File: config.mk
export PLATFORM = sky130hd
export DESIGN_NAME = clawgame_sequencer
export DESIGN_NICKNAME = d
export VERILOG_FILES = /design/src/rtl/clawgame_sequencer.sv
export SDC_FILE = /design/constraint.sdc
export NUM_CORES = 1
export LEC_CHECK = 0
export BUFFER_PORTS_ARGS = -buffer_cell sky130_fd_sc_hd__clkbuf_2
export CAP_MARGIN = 20
export CORE_MARGIN = 2
export CORE_UTILIZATION = 59
export CTS_CLUSTER_SIZE = 20
export DETAILED_ROUTE_END_ITERATION = 6
export GPL_TIMING_DRIVEN = 0
export PLACE_DENSITY = 0.85
export REMOVE_ABC_BUFFERS = 1
export SLEW_MARGIN = 20
export SYNTH_ARGS = -nofsm -noshare
export SYNTH_HDL_FRONTEND = slang
export SYNTH_SLANG_ARGS = --single-unit
export TNS_END_PERCENT = 10
File: constraint.sdc
create_clock -name clock -period 3.1 [get_ports clock]
set_clock_uncertainty 0.05 [all_clocks]
set_input_delay 0.465 -clock clock [delete_from_list [all_inputs] [get_ports clock]]
set_output_delay 0.465 -clock clock [all_outputs]
set_load 0.02 [all_outputs]
File: src/rtl/clawgame_sequencer.sv
// Claw machine game sequencer: IDLE/READY/PLAY/OVER control, one-second countdown and score.
// Optional high-score register enabled by defining CLAWGAME_HIGH_SCORE_EN.
module clawgame_sequencer #(
  parameter int CLK_HZ          = 100000000,
  parameter int GAME_SECONDS    = 60,
  parameter int READY_SECONDS   = 3,
  parameter int DEBOUNCE_CYCLES = 1000000
) (
  input  logic        clock,
  input  logic        reset,
  input  logic        start_btn,
  input  logic        increment_score,
  output logic [1:0]  state,
  output logic        game_active,
  output logic [15:0] time_left,
  output logic [15:0] score,
  output logic        game_over
`ifdef CLAWGAME_HIGH_SCORE_EN
  ,
  output logic [15:0] high_score
`endif
);

  localparam int TW = (CLK_HZ > 1) ? $clog2(CLK_HZ) : 1;
  localparam int DW = (DEBOUNCE_CYCLES > 1) ? $clog2(DEBOUNCE_CYCLES + 1) : 1;

  typedef enum logic [1:0] {
    IDLE  = 2'd0,
    READY = 2'd1,
    PLAY  = 2'd2,
    OVER  = 2'd3
  } state_t;

  state_t state_q, state_next;

  logic          start_meta, start_sync, start_level, start_prev, start_evt;
  logic [DW-1:0] deb_cnt;
  logic          inc_meta, inc_sync, inc_prev, score_evt;
  logic [TW-1:0] tick_cnt;
  logic          tick;
  logic [15:0]   time_next, score_next;
  logic          ending;

  // Both inputs are asynchronous; start is also debounced because it is a mechanical switch.
  always_ff @(posedge clock or negedge reset) begin
    if (!reset) begin
      start_meta  <= 1'b0;
      start_sync  <= 1'b0;
      start_level <= 1'b0;
      start_prev  <= 1'b0;
      start_evt   <= 1'b0;
      deb_cnt     <= '0;
      inc_meta    <= 1'b0;
      inc_sync    <= 1'b0;
      inc_prev    <= 1'b0;
      score_evt   <= 1'b0;
    end else begin
      start_meta <= start_btn;
      start_sync <= start_meta;
      if (start_sync == start_level) begin
        deb_cnt <= '0;
      end else if (deb_cnt == DW'(DEBOUNCE_CYCLES - 1)) begin
        start_level <= start_sync;
        deb_cnt     <= '0;
      end else begin
        deb_cnt <= deb_cnt + 1'b1;
      end
      start_prev <= start_level;
      start_evt  <= start_level & ~start_prev;
      inc_meta   <= increment_score;
      inc_sync   <= inc_meta;
      inc_prev   <= inc_sync;
      score_evt  <= inc_sync & ~inc_prev;
    end
  end

  assign tick = (tick_cnt == TW'(CLK_HZ - 1));

  // Restarting the second on every transition keeps each phase an exact number of seconds.
  always_ff @(posedge clock or negedge reset) begin
    if (!reset) begin
      tick_cnt <= '0;
    end else if ((state_next != state_q) || tick) begin
      tick_cnt <= '0;
    end else begin
      tick_cnt <= tick_cnt + 1'b1;
    end
  end

  always_comb begin
    state_next = state_q;
    time_next  = time_left;
    score_next = score;
    case (state_q)
      IDLE, OVER: begin
        time_next = 16'd0;
        if (start_evt) begin
          state_next = READY;
          time_next  = 16'(READY_SECONDS);
          score_next = 16'd0;
        end
      end
      READY: begin
        if (tick) begin
          // A zero-length READY still waits one full tick before PLAY.
          if (time_left <= 16'd1) begin
            state_next = PLAY;
            time_next  = 16'(GAME_SECONDS);
          end else begin
            time_next = time_left - 16'd1;
          end
        end
      end
      PLAY: begin
        if (score_evt && (score != 16'hFFFF)) begin
          score_next = score + 16'd1;
        end
        if (tick) begin
          if (time_left <= 16'd1) begin
            state_next = OVER;
            time_next  = 16'd0;
          end else begin
            time_next = time_left - 16'd1;
          end
        end
      end
      default: state_next = IDLE;
    endcase
  end

  assign ending = (state_q == PLAY) && (state_next == OVER);

  always_ff @(posedge clock or negedge reset) begin
    if (!reset) begin
      state_q     <= IDLE;
      time_left   <= 16'd0;
      score       <= 16'd0;
      game_active <= 1'b0;
      game_over   <= 1'b0;
    end else begin
      state_q     <= state_next;
      time_left   <= time_next;
      score       <= score_next;
      game_active <= (state_next == PLAY);
      game_over   <= ending;
    end
  end

  assign state = state_q;

`ifdef CLAWGAME_HIGH_SCORE_EN
  // Compare against score_next so a point landing on the final tick is included.
  always_ff @(posedge clock or negedge reset) begin
    if (!reset) begin
      high_score <= 16'd0;
    end else if (ending && (score_next > high_score)) begin
      high_score <= score_next;
    end
  end
`else
  // Without the feature there is no best-score storage at all.
`endif

endmodule

==> summary.txt, run 1 <==
GRT
  – Gr usage total: 23.63%
  – First-pass GRT wire length: 16.57 mm
  – Vias in the first global route: 3655
  – Total gr overflow: 0
  – Antenna violations before repair: 0
  – Largest net degree at the start of global routing: 93

Pwr
  – Tot Pwr: approximately 2.2 mW
  – P_int: 1.696 mW
  – Maximum vdd ir drop: 182.9 uV
  – Clk pwr share: 42.7%
  – Sequential power share: 55.7%
  – Switch Pwr: ~480 uW
  – PwrDens: 410.7 nW/um^2
  – Leakage: around 2.4 nW
  – Logic gate share of total power: 1.6%
  – Sw frac: ~22%

Final layout
  – Area Growth Syn to Fin: 11.08%
  – Most frequent cells in the layout: 92 x dfrtp_1, 77 x nor2_1, 38 x clkbuf_2
  – Commonest non-fill, non-tap cell in the layout: dfrtp_1
  – Antenna cells: 0
  – Cell area after layout: roughly 5300 sq um
  – Share of cells above drive strength 1: 13.94%
  – Fin cells: ~650
  – Fin nets: roughly 550

Setup path
  – Buf/Inv on CP: 1
  – Slowest CP cell: or3b_2
  – CP Depth: 7
  – Worst EP arrival: a little under 3000 ps
  – Crit path top cell by count: or3_1
  – Setup crit end kind: register
  – Crit path max-delay family: simple AND/OR/NAND/NOR gates
  – Crit path largest cell delay: about 520 ps
  – Maximum fanout along the worst path: 6
  – Kind of critical path: register to register
  – Crit-path cells: inv_1, ha_1, or3b_2, or3_1, or3_1, or4_1, o21ai_0
  – Worst EP required: roughly 3300 ps
  – Startpoint types: register
  – R2R depth: 7

Yosys
  – Fraction of registers with async set/reset: 100.0%
  – Commonest register cell after synthesis: dfrtp_1
  – Yosys warning count: 0
  – Syn Inst Count: 502
  – Cell variety after synth: 56
  – EDFF count, synth: 0
  – Top cells by area, synth: dfrtp_1 48%, nor2_1 6.1%, xor2_1 4.2%
  – Share of the synthesized area in the top cell type: slightly below 50%
  – Syn_area_per_cell: 9.489 sq um
  – Yosys top cell by area: dfrtp_1
  – Cell Area, Synth: 4763 sq um
  – Register area share after synthesis: 48.33%
  – Synth Register Bits: 92

Route
  – Vias per inst: between 6 and 7
  – DRT Wirelength: 10.02 mm
  – Post-route antenna net violation count: 0
  – WL/cell: 15.49 um
  – DR iter-0 viols: 194
  – Initial DRT Pass Iterations: 5
  – DRC Markers: 0
  – Via count: roughly 4000

Clock network
  – Clk sinks: 92
  – CTS buffer count: 9
  – Post-CTS setup buffers: 0
  – CTS tree: yes
  – Worst skew pair latency: 370 ps
  – Clk pin slew, worst setup/hold paths: approximately 100 ps
  – Clock tree root buffer cell: clkbuf_8
  – H-tree Lvls: 3
  – CTS Buffer Depth: 2
  – CTS-repair resized insts: 0
  – Hold_buf cts: 0

Timing
  – RSZ-0062 raised after global routing: false
  – Hold WS: 85.61 ps
  – Achievable frequency: 0.3663 GHz
  – Slew Limit Headroom: between 40% and 50%
  – Final min period: 2730 ps
  – Fin crit share: between 80% and 90%
  – Worst slew pin tran: 794.0 ps
  – Setup violators final: 0
  – Final Slew Violations: 0
  – Final Hold Fails: 0
  – Setup TNS: 0 ps

Floorplanning
  – Die W: approximately 94 um
  – FP Rows: 32
  – Initial core utilization: 61.32%
  – Die H: ~94 um
  – Core area: about 7800 sq um
  – Top-level port count: 40
  – Die ar.: 8808 sq um

Placed design
  – Hpwl dp: 6.887 mm
  – Cells after DPL: between 600 and 700
  – Gpl congestion: ~0.83
  – IO buf count: 39
  – Placed Area: 5056 sq um

Job
  – Max-cap violations: 0

Run status
  – Run status: completed

Min path
  – Worst Hold Class: primary input to asynchronous set/reset pin
## synth_stat cells (8+ instances only)
master / count
xor2_1: 23
xnor2_1: 21
a21oi_1: 17
nor2_1: 77
inv_1: 14
nand2b_1: 9
o31ai_1: 10
nand3_1: 21
nor4_1: 11
or3_1: 9
nand2_1: 35
o21ai_0: 19
dfrtp_1: 92
nor3_1: 14
and3_1: 9
and4_1: 8
nand4_1: 18
clkbuf_1: 8
## per-stage QoR
stage          setup WS (ps)  util [%]
6_report               369.7     68.12
5_1_grt                154.1     68.12
4_1_cts                395.5     68.07
3_5_place_dp           449.1     65.09
3_3_place_gp          -525.2     64.74
2_1_floorplan          47.17         -
## worst paths after layout
kind | start | endpoint | slack, ps
min in group clock | increment_score | inc_meta | 150
hold reg to reg | inc_meta | inc_sync | 310
max in group asynchronous | reset | deb_cnt[16] | 2410
setup / recovery | time_left[0] | time_left[10] | 370
setup reg to reg | time_left[0] | time_left[10] | 370
hold / removal | reset | score[10] | 90
## state kept, by name (all words and copies together), names as in the netlist, 2 cells and up
register / count
state: 2
deb_cnt: 20
tick_cnt: 27
time_left: 16
score: 16
## cell type report
type | instances | area [sq um]
fillers | 592 | 2476
multi-input cells | 382 | 2361
flip-flops and latches | 92 | 2302
repair buffers | 41 | 216.5
clock buffers | 10 | 137.6
well taps | 102 | 127.6
clock inverters | 6 | 93.84
inverters | 14 | 52.55
## power by group through the flow
stage | Clock [mW] | Combinational, mW | Sequential [mW]
after floorplan | 0 | 0.00873 | 1.23
after global placement | 0 | 0.0353 | 1.23
after detailed placement | 0 | 0.0373 | 1.23
after CTS | 0.942 | 0.0373 | 1.21
after global routing | 0.991 | 0.0419 | 1.21
final | 0.928 | 0.0348 | 1.21
## per-layer routing
| metal | track usage [%] | up-vias | routed length (um) |
|---|---|---|---|
| met1 | 30.37 | 1949 | 4328 |
| met5 | 0 | - | 0 |
| met3 | 5.056 | 16 | 485 |
| li1 | - | 1876 | - |
| met4 | 9.058 | 0 | 173 |
| met2 | 39.23 | 117 | 5032 |
## kinds of logic after synthesis
kind of cell / synth area share, %
AND/OR/NAND/NOR: 27.24
adder cells (fa/ha/maj): 1.839
flip-flops: 48.33
multiplexers: 1.707
XOR/XNOR: 8.090
AO/OA/AOI/OAI: 10.48
buffers and inverters: 2.312
## worst register-to-register path, stage by stage (launching register included)
cell and delay (ps):
dfrtp_1 450, inv_1 110, ha_1 270, or3b_2 520
or3_1 380, or3_1 360, or4_1 420, o21ai_0 90
(Power assumes the default switching activity.)
==> run 2: changes to the inputs <==
- CTS_BUF_LIST: default -> sky130_fd_sc_hd__clkbuf_16
==> run 2 against run 1 <==
Effect of this change: hold slack improved by 33 ps; first-iteration DRC count fell by 2.1%; register-to-register slack worse by 60 ps; non-clock buffer count is the same; utilization rose by 1.2 points; global-route usage up 0.93 points; sequential power hardly changed; power increased by 12%; maximum frequency shrank 2.3%; clock power increased by 28%; sequential cell count is the same; largest cell class unchanged; largest power group unchanged.
==> summary.txt, run 2 (synthesis gave the netlist of run 1 again) <==
Run status
  – Run status: completed

Setup path
  – Slowest CP cell: nor4_1
  – FF-to-FF End: tick_cnt[16]
  – Buf/Inv on CP: 0
  – R2r setup slk: slightly above 300 ps
  – Crit path largest cell delay: 720 ps
  – Startpoint types: register
  – Worst EP arrival: 2950 ps
  – Worst EP required: roughly 3300 ps
  – Kind of critical path: register to register
  – Crit-path cells: nor4_1, nand4_1, nor4_1, or2_2, nor2_1
  – R2R depth: 5
  – Setup crit end kind: register
  – Worst r2r src: tick_cnt[11]
  – Maximum fanout along the worst path: 27
  – Crit path max-delay family: simple AND/OR/NAND/NOR gates
  – Crit path top cell by count: nor4_1

Floorplanning
  – Core area: 7767 sq um
  – Top-level port count: 40
  – FP Rows: 32
  – Die ar.: 8808 sq um
  – Die W: 93.85 um
  – Die H: 93.85 um
  – Initial core utilization: 61.32%

Timing
  – RSZ-0062 raised after global routing: false
  – Hold WS: 118.5 ps
  – Slew Limit Headroom: 40.55%
  – Achievable frequency: 0.3579 GHz
  – Final Slew Violations: 0
  – Setup TNS: 0 ps
  – Setup violators final: 0
  – Final min period: between 2000 and 3000 ps
  – Final worst setup slack: 305.9 ps
  – Final Hold Fails: 0
  – Worst slew pin tran: 883.6 ps
  – Fin crit share: approximately nine tenths

Final layout
  – Antenna cells: 0
  – Share of cells above drive strength 1: approximately 14%
  – Most frequent cells in the layout: 92 x dfrtp_1, 77 x nor2_1, 38 x clkbuf_2
  – Fin nets: 551
  – Commonest non-fill, non-tap cell in the layout: dfrtp_1
  – Area of the multi-input gates: 2361 sq um
  – Cell area after layout: about 5400 sq um
  – Fin util: 69.30%
  – Area Growth Syn to Fin: 13.00%
  – Reg with most FFs: tick_cnt
  – Fin cells: approximately 650
  – Filler cells: 570
  – Top flop regs: tick_cnt x27, deb_cnt x20
  – Reg area: 2302 sq um
  – Max reg flops: 27

Clock network
  – Clk sinks: about 90
  – Hold_buf cts: 0
  – CTS Buffer Depth: 2
  – Post-CTS setup buffers: 0
  – Clock tree root buffer cell: clkbuf_16
  – CTS buffer count: 9
  – Worst skew pair latency: 340 ps
  – CTS-repair resized insts: 0
  – CTS tree: yes
  – Clk pin slew, worst setup/hold paths: about 70 ps
  – H-tree Lvls: 3

Min path
  – Worst Hold Class: primary input to asynchronous set/reset pin

GRT
  – Total gr overflow: 0
  – Met2 GRT Util: between 40% and 50%
  – GR peak layer: met2
  – Largest net degree at the start of global routing: between 90 and 100
  – Vias in the first global route: 3756
  – Routing usage on met3: about 4.7%
  – Antenna violations before repair: 0
  – Met1 Usage GRT: 31.31%
  – Gr usage total: 24.56%
  – First-pass GRT wire length: 17.20 mm

Route
  – Vias per inst: 6.148
  – Via count: 3978
  – Post-route antenna net violation count: 0
  – WL/cell: between 15 and 20 um
  – DRT Wirelength: between 10 and 15 mm
  – DR iter-0 viols: 190
  – DRC Markers: 0
  – Initial DRT Pass Iterations: 5

Placed design
  – IO buf count: 39
  – Cells after DPL: roughly 630
  – Placed Area: 5056 sq um
  – Place WS: 449.1 ps
  – Gpl congestion: 0.8281
  – Hpwl dp: 6.887 mm

Pwr
  – PwrDens: 451.9 nW/um^2
  – Maximum vdd ir drop: 280.8 uV
  – Tot Pwr: roughly 2.4 mW
  – Leakage: roughly 2.5 nW

Job
  – Max-cap violations: 0
[run 2: cell count changes in the layout (fill, tap and decap cells not counted)]
cell,delta
clkbuf_16,+9
clkbuf_8,-10
clkinv_1,+1
[run 2: power breakdown]
part | internal, mW | leakage [nW] | switching (mW)
sequential | 1.21 | 1.26 | 0.00420
clock | 0.711 | 0.154 | 0.475
combinational | 0.00612 | 1.05 | 0.0290
total | 1.92 | 2.46 | 0.509
[run 2: how the worst max path moves through the flow]
stage                 startpoint            to  slack (ps)  cells after the start
floorplan               score[3]      score[0]          50                      5
global placement        score[3]      score[6]        -530                      5
detailed placement   tick_cnt[0]  time_left[6]         450                      6
CTS                 tick_cnt[11]  tick_cnt[24]         350                      5
global route        tick_cnt[11]   tick_cnt[4]          70                      5
finish              tick_cnt[11]  tick_cnt[16]         310                      5
[run 2: area by class of cell]
type | count | share of cell area, %
Sequential cell | 92 | 42.77
Clock buffer | 9 | 4.184
Timing Repair Buffer | 41 | 4.021
Tap cell | 102 | 2.371
Clock inverter | 7 | 1.813
Multi-Input combinational cell | 382 | 43.86
Inverter | 14 | 0.9763
[run 2: layer usage]
layer	wire length, um	share of wire (%)
met1	4395	42
met2	5155	50
met3	525	5.1
met4	296	2.9
met5	0	0
